[src/rtl/ro_puf_sampler.sv]
// ro_puf_sampler: ring-oscillator PUF controller that counts and compares edges of challenge-selected oscillator pairs.
// Define PUF_MAJORITY_VOTE_EN to measure every bit three times and keep the majority result.
module ro_puf_sampler #(
    parameter int N_RO      = 16,
    parameter int SEL_W     = 4,
    parameter int CNT_W     = 16,
    parameter int WINDOW    = 1024,
    parameter int SETTLE    = 8,
    parameter int RESP_BITS = 8
) (
    input  logic                         clk,
    input  logic                         rst,
    input  logic                         start,
    input  logic [RESP_BITS*2*SEL_W-1:0] challenge,
    input  logic [N_RO-1:0]              ro_in,
    output logic [N_RO-1:0]              ro_en,
    output logic                         busy,
    output logic                         done,
    output logic [RESP_BITS-1:0]         response,
    output logic                         error
);
    localparam int TW = $clog2(WINDOW > SETTLE ? WINDOW : SETTLE);
    localparam int BW = RESP_BITS > 1 ? $clog2(RESP_BITS) : 1;
    localparam int NS = 2 ** SEL_W;

    typedef enum logic [2:0] {S_IDLE, S_SETTLE, S_COUNT, S_COMPARE, S_DONE} state_t;

    state_t                            state, state_n;
    logic [RESP_BITS-1:0][2*SEL_W-1:0] chal_q;
    logic [BW-1:0]                     bit_idx;
    logic [TW-1:0]                     tmr;
    logic [CNT_W-1:0]                  cnt_a, cnt_b;
    logic [N_RO-1:0]                   sync1, sync2, prev, pair_en;
    logic [NS-1:0]                     cur_w, prv_w;
    logic [SEL_W-1:0]                  sel_a, sel_b;
    logic                              valid, edge_a, edge_b, cmp, tie, tmr_end, last_pass, last_bit;
`ifdef PUF_MAJORITY_VOTE_EN
    logic [1:0]                        pass_q, votes;
    assign last_pass = pass_q == 2'd2;
`else
    assign last_pass = 1'b1;
`endif

    assign sel_a    = chal_q[bit_idx][SEL_W-1:0];
    assign sel_b    = chal_q[bit_idx][2*SEL_W-1:SEL_W];
    assign valid    = sel_a != sel_b && 32'(sel_a) < N_RO && 32'(sel_b) < N_RO;
    assign pair_en  = (N_RO'(1) << sel_a) | (N_RO'(1) << sel_b);
    assign edge_a   = valid & cur_w[sel_a] & ~prv_w[sel_a];
    assign edge_b   = valid & cur_w[sel_b] & ~prv_w[sel_b];
    assign cmp      = valid && cnt_a > cnt_b;
    assign tie      = cnt_a == cnt_b;
    assign tmr_end  = state == S_SETTLE ? tmr == TW'(SETTLE - 1) : tmr == TW'(WINDOW - 1);
    assign last_bit = last_pass && bit_idx == BW'(RESP_BITS - 1);

    // Zero-pad so any SEL_W-wide index is in range; out-of-range rings read as idle.
    always_comb begin
        cur_w = '0;
        prv_w = '0;
        cur_w[N_RO-1:0] = sync2;
        prv_w[N_RO-1:0] = prev;
    end

    always_ff @(posedge clk or posedge rst) begin
        if (rst) state <= S_IDLE;
        else     state <= state_n;
    end

    always_comb begin
        state_n = state;
        unique case (state)
            S_IDLE:    state_n = start ? S_SETTLE : S_IDLE;
            S_SETTLE:  state_n = tmr_end ? S_COUNT : S_SETTLE;
            S_COUNT:   state_n = tmr_end ? S_COMPARE : S_COUNT;
            S_COMPARE: state_n = last_bit ? S_DONE : S_SETTLE;
            default:   state_n = S_IDLE;
        endcase
        busy  = state != S_IDLE && state != S_DONE;
        done  = state == S_DONE;
        ro_en = (state == S_SETTLE || state == S_COUNT) ? pair_en : '0;
    end

    always_ff @(posedge clk or posedge rst) begin
        if (rst) begin
            sync1    <= '0;
            sync2    <= '0;
            prev     <= '0;
            chal_q   <= '0;
            bit_idx  <= '0;
            tmr      <= '0;
            cnt_a    <= '0;
            cnt_b    <= '0;
            response <= '0;
            error    <= '0;
`ifdef PUF_MAJORITY_VOTE_EN
            pass_q   <= '0;
            votes    <= '0;
`endif
        end else begin
            sync1 <= ro_in;
            sync2 <= sync1;
            prev  <= sync2;
            tmr   <= state_n != state ? '0 : tmr + 1'b1;
            if (state == S_IDLE && start) begin
                chal_q   <= challenge;
                bit_idx  <= '0;
                response <= '0;
                error    <= '0;
`ifdef PUF_MAJORITY_VOTE_EN
                pass_q   <= '0;
                votes    <= '0;
`endif
            end
            if (state == S_COUNT) begin
                cnt_a <= cnt_a + CNT_W'(edge_a && !(&cnt_a));
                cnt_b <= cnt_b + CNT_W'(edge_b && !(&cnt_b));
                error <= error | (edge_a & (&cnt_a)) | (edge_b & (&cnt_b));
            end else if (state != S_COMPARE) begin
                cnt_a <= '0;
                cnt_b <= '0;
            end
            if (state == S_COMPARE) begin
                error   <= error | ~valid | tie;
                bit_idx <= last_pass ? bit_idx + 1'b1 : bit_idx;
`ifdef PUF_MAJORITY_VOTE_EN
                pass_q  <= last_pass ? '0 : pass_q + 1'b1;
                votes   <= last_pass ? '0 : votes + 2'(cmp);
                if (last_pass) response[bit_idx] <= votes + 2'(cmp) >= 2'd2;
`else
                response[bit_idx] <= cmp;
`endif
            end
        end
    end
endmodule

[config.mk]
export PLATFORM = sky130hd
export DESIGN_NAME = ro_puf_sampler
export DESIGN_NICKNAME = d
export VERILOG_FILES = /design/src/rtl/ro_puf_sampler.sv
export SDC_FILE = /design/constraint.sdc
export NUM_CORES = 1
export LEC_CHECK = 0
export CAP_MARGIN = 20
export CORE_MARGIN = 5
export CORE_UTILIZATION = 50
export DETAILED_ROUTE_END_ITERATION = 10
export PLACE_DENSITY = 0.8
export SETUP_SLACK_MARGIN = 0.3
export SYNTH_ARGS = -nofsm -noshare
export SYNTH_HDL_FRONTEND = slang
export SYNTH_SLANG_ARGS = --single-unit
[constraint.sdc]
create_clock -name clk -period 6 [get_ports clk]
set_input_delay 1.2 -clock clk [delete_from_list [all_inputs] [get_ports clk]]
set_output_delay 1.2 -clock clk [all_outputs]
set_load 0.05 [all_outputs]
# After elaboration in Yosys (flattened, before gate mapping)
# Index checks and enable logic that the tools add are counted.
[word_totals]
ff_bits = 169
latchBits = 0
ramBits = 0
rom_bits = 0
in_bits = 83
output_inout_bits = 27
word_cells = 102
mem_count = 0
[op_classes]
n_addsub = 4
mul = 0
div_mod_pow = 0
n_lt_le_gt_ge = 5
n_eq_ne = 12
shifts = 2
n_mux = 31
bitwise = 14
n_reduce_logical = 16
[ops]
columns = ["operator", "n"]
rows = [
  ["16-bit 2-to-1 mux", 4],
  ["16-bit by 1-bit adder with 16-bit output", 2],
  ["16-bit AND reduction", 2],
  ["1-bit by 4-bit left shift with 16-bit output (first input constant)", 2],
  ["8-bit binary-select mux with 3-bit select", 1],
  ["8-bit 2-to-1 mux", 3],
  ["1-bit binary-select mux with 4-bit select", 4],
  ["16-bit equality test", 1],
  ["16-bit > comparator", 1],
  ["16-bit bitwise OR", 1],
  ["3-bit case mux with 4 select lines", 1],
  ["1-bit 2-to-1 mux", 11],
  ["10-bit by 1-bit adder with 10-bit output (second input constant)", 1],
  ["10-bit equality test (second input constant)", 1],
  ["10-bit by 3-bit equality test with 1-bit output (second input constant)", 1],
  ["4-bit by 5-bit < comparator with 1-bit output (second input constant)", 2],
  ["10-bit 2-to-1 mux", 1],
  ["3-bit 2-to-1 mux", 3],
  ["8-bit bitwise mux", 1],
  ["1-bit bitwise AND", 6],
  ["3-bit by 2-bit equality test with 1-bit output (second input constant)", 2],
  ["3-bit equality test (second input constant)", 2],
  ["1-bit logical AND", 6],
  ["3-bit nonzero test", 2],
  ["16 further kinds", 23],
]

# Depth between registers and ports, before layout
[logic_depth]
depth_word = 11
ltp_mapped = 18
ltp_nobuf = 16

# Least setup slack after synthesis
# No wires, ideal clock.
[synth_path]
path_kind = "register -> output"
start = "register bit_idx[0]"
end = "output port ro_en[10]"
arrival_ps = 2438
t_required_ps = 4800
setup_slack_ps = 2362
path_stages_with_launch = 8
n_path_buf = 2
path_cell_list = "dfrtp_1 > buf_6 > buf_2 > mux2_2 > a221oi_4 > and2_1 > a22oi_1 > nor2_1"
[synth_between]
elab_chain_len = 5
[synth_rtl]
columns = ["element", "line", "source"]
rows = [
  ["from (decl)", "30", "logic [BW-1:0] bit_idx;"],
  ["from (signal assigned)", "123", "bit_idx <= last_pass ? bit_idx + 1'b1 : bit_idx;"],
  ["8-bit binary-select mux with 3-bit select (*)", "44, 45", ""],
  ["8-bit 2-to-1 mux (not written as such) (*)", "45", "assign sel_b = chal_q[bit_idx][2*SEL_W-1:SEL_W];"],
  ["1-bit by 4-bit left shift with 16-bit output", "47", "assign pair_en = (N_RO'(1) << sel_a) | (N_RO'(1) << sel_b);"],
  ["16-bit bitwise OR (*)", "47", ""],
  ["16-bit 2-to-1 mux (*)", "79", "ro_en = (state == S_SETTLE || state == S_COUNT) ? pair_en : '0;"],
  ["to (decl)", "16", "output logic [N_RO-1:0] ro_en,"],
]
# Mark *: on every way between the ends. The rest lies on a longest branch, timed or not. The select of a mux whose other input is x is not followed.

# Final worst setup path
[layout_path]
start = "register bit_idx[1]"
end = "output port ro_en[13]"
# The elaborated chain is that of the path after synthesis.

==> run_results.csv <==
group,metric,value,unit
die,die_area,19000,um2
timing,finalCritPeriodShare,89.3,%
clock_tree,cts_resized,0,
critical_path,worstPathArrival,4160,ps
placed_design,dp_hpwl,13200,um
critical_path,cp-end-kind,"primary output",
die,fp-row-count,46,
routing,wl_per_cell,15.7,um
routing,drt-initial-drc-count,472,
clock_tree,cts_buffer_depth,2,
clock_tree,post-cts-setup-buffers,0,
timing,slew_headroom,37.7,%
critical_path,worstPathRequired,4800,ps
logic_synthesis,ys_seq_area_share,51.7,%
logic_synthesis,synth_edf_count,0,
layout,final_cell_mix,"nand2_1, dfrtp_1, clkdlybuf4s50_1, nor2_1, nand3_1",
clock_tree,hold_buffers,0,
timing,finalSetupTns,0,ps
routing,wirelength,18500,um
logic_synthesis,synth_cells,854,
power,power_leakage,0.00474,uW
layout,seqCellArea,4230,um2
job,drv_cap,0,
die,die_h,138,um
layout,area_growth,22.7,%
layout,diodes,0,
global_routing,use_met2,34.2,%
timing,clock_skew,6.12,ps
power,ir_drop,227,uV
global_routing,antenna_found_initial,0,
hold_path,hold_class,"reg -> reg",
timing,worstMarginPinSlew,921,ps
layout,fill_cells,1346,
logic_synthesis,ys_ff_latch,169,
layout,drive_gt1_share,6.42,%
logic_synthesis,synth_area_per_cell,9.57,um2
timing,min_period,5360,ps
logic_synthesis,syn_area,8180,um2
timing,final-setup-viol-count,0,
timing,slew_viol_final,0,
global_routing,busiest_layer,"met2",
clock_tree,cts_htree_levels,4,
global_routing,grt_max_degree,170,
global_routing,grt_pass1_vias,6160,
clock_tree,cts_buffers,17,
routing,drtAntennaViolNets,0,
die,die_x,138,um
placed_design,io_buffers,109,
layout,nNetsFinal,1059,
clock_tree,worstSkewPairLatency,430,ps
global_routing,grt_pass1_wl,30600,um
die,pin_count,110,
routing,routed_via_density,5.26,
run_status,status,"completed",
routing,drc,0,
logic_synthesis,yosys_most_used_dff,"dfrtp_1",
die,initial_core_util,51.3,%
logic_synthesis,yosysUniqueCellTypes,61,
critical_path,worstSetupStartpointType,"register",
routing,firstDrtPassIters,5,
global_routing,grt_remaining_overflow,0,
logic_synthesis,yosysWarnings,0,
placed_design,dp.cells,1150,
power,power_density,233,nW/um2
logic_synthesis,synth-async-reset-ratio,100,%
global_routing,grt_use_total,20.8,%
critical_path,cp_max_fo,22,
die,core,15900,um2
layout,layout_commonest_cell,"nand2_1",
timing,final-hold-violation-count,0,
global_routing,grt_use_met1,27.0,%
clock_tree,clock-sinks,169,
layout,layout.cells.non_filler,1182,
timing,clock.fmax,187,MHz
clock_tree,root_buffer,"clkbuf_16",
clock_tree,cts_tree,"yes",
placed_design,place.gp.congestion,0.908,
layout,multi_input_area,3700,um2
routing,vias,6220,
timing,rsz0062_at_grt,"no",
clock_tree,clkTransAtPathRegs,70,ps
logic_synthesis,syn_nets,960,
critical_path,crit_type,"reg -> out",
global_routing,grt_use_met3,4.57,%
## flip-flops by register name, summed over array words and instances (netlist names)
register and cells:
bit_idx 3, error 1, cnt_b 16, cnt_a 16, prev 16, cur_w 16, tmr 10, state 3
response 8, chal_q 64, sync1 16
## layout make-up
type,count,share of cell area (%)
Clock buffer,18,4.38
Clock inverter,14,1.52
Inverter,22,0.860
Multi-Input combinational cell,627,36.9
Sequential cell,169,42.1
Tap cell,216,2.69
Timing Repair Buffer,116,11.5
## cell usage after synthesis, types with 3 or more instances
master / count / area, um2
nand2_1: 221 / 830
dfrtp_1: 169 / 4230
nor2_1: 89 / 334
nand3_1: 34 / 170
xnor2_1: 26 / 228
clkbuf_1: 25 / 93.8
ha_1: 23 / 288
mux2i_1: 23 / 230
o21ai_0: 22 / 110
inv_1: 21 / 78.8
nor2b_1: 20 / 125
a22oi_1: 19 / 143
xor2_1: 16 / 140
nand2b_1: 15 / 93.8
nand4_1: 12 / 75.1
and2_1: 9 / 56.3
a21oi_1: 8 / 40.0
a2111oi_0: 7 / 61.3
and3_1: 7 / 43.8
nor3_1: 6 / 30.0
o21a_1: 6 / 45.0
buf_4: 5 / 37.5
mux2_2: 5 / 56.3
mux4_2: 5 / 113
a22o_1: 4 / 35.0
o211ai_1: 4 / 30.0
a31oi_1: 3 / 18.8
buf_2: 3 / 15.0
nor3b_1: 3 / 22.5
nor4_1: 3 / 18.8
o21ai_1: 3 / 15.0
## critical path: stages, from the launching register on
cell             delay, ps
dfrtp_1                930
clkinv_1               690
a211o_1                610
nor2_1                 340
a22oi_1                150
nor2_1                 150
clkdlybuf4s50_1        860
## kinds of logic (layout without fill, tap and decap cells)
| kind of cell | after synthesis | in the layout | share of synthesized area [%] |
|---|---|---|---|
| AO/OA/AOI/OAI | 100 | 100 | 9.06 |
| multiplexers | 36 | 36 | 5.36 |
| AND/OR/NAND/NOR | 426 | 426 | 22.7 |
| adder cells (fa/ha/maj) | 23 | 23 | 3.52 |
| XOR/XNOR | 42 | 42 | 4.50 |
| buffers and inverters | 58 | 170 | 3.12 |
| flip-flops | 169 | 169 | 51.7 |
## metrics by stage
stage	cell area (um2)	hold WS, ps	utilization, %	total power (uW)	worst slack, ps
after floorplan	8180	331	-	1210	2360
after global placement	9440	333	59.2	1270	1340
after detailed placement	9440	335	59.2	1270	1170
after CTS	10000	350	62.9	2360	678
after global routing	10000	356	62.9	2420	434
final	10000	348	62.9	2340	643
## path summary, 6_finish.rpt
kind                             from   endpoint  slack [ps]  depth (start not counted)
min in group asynchronous         rst  chal_q[3]        1370                          3
max                        bit_idx[1]  ro_en[13]         640                          6
min reg2reg                  sync1[1]   cur_w[1]         350                          0
max in group asynchronous         rst    prev[4]        3990                          3
min                          sync1[1]   cur_w[1]         350                          0
max reg2reg                bit_idx[1]  cnt_a[14]        1340                         14
## report_power, final
group	switching (uW)	internal [uW]
combinational	34.1	53.9
clock	488	601
sequential	5.54	1160
total	528	1810
## per-layer routing
metal,part of all wire [%],vias up
met5,0,-
met3,4.4,29
met2,50,147
met1,44,2966
li1,-,3078
met4,2.2,0
No activity file was read; power rests on OpenSTA's default activity.
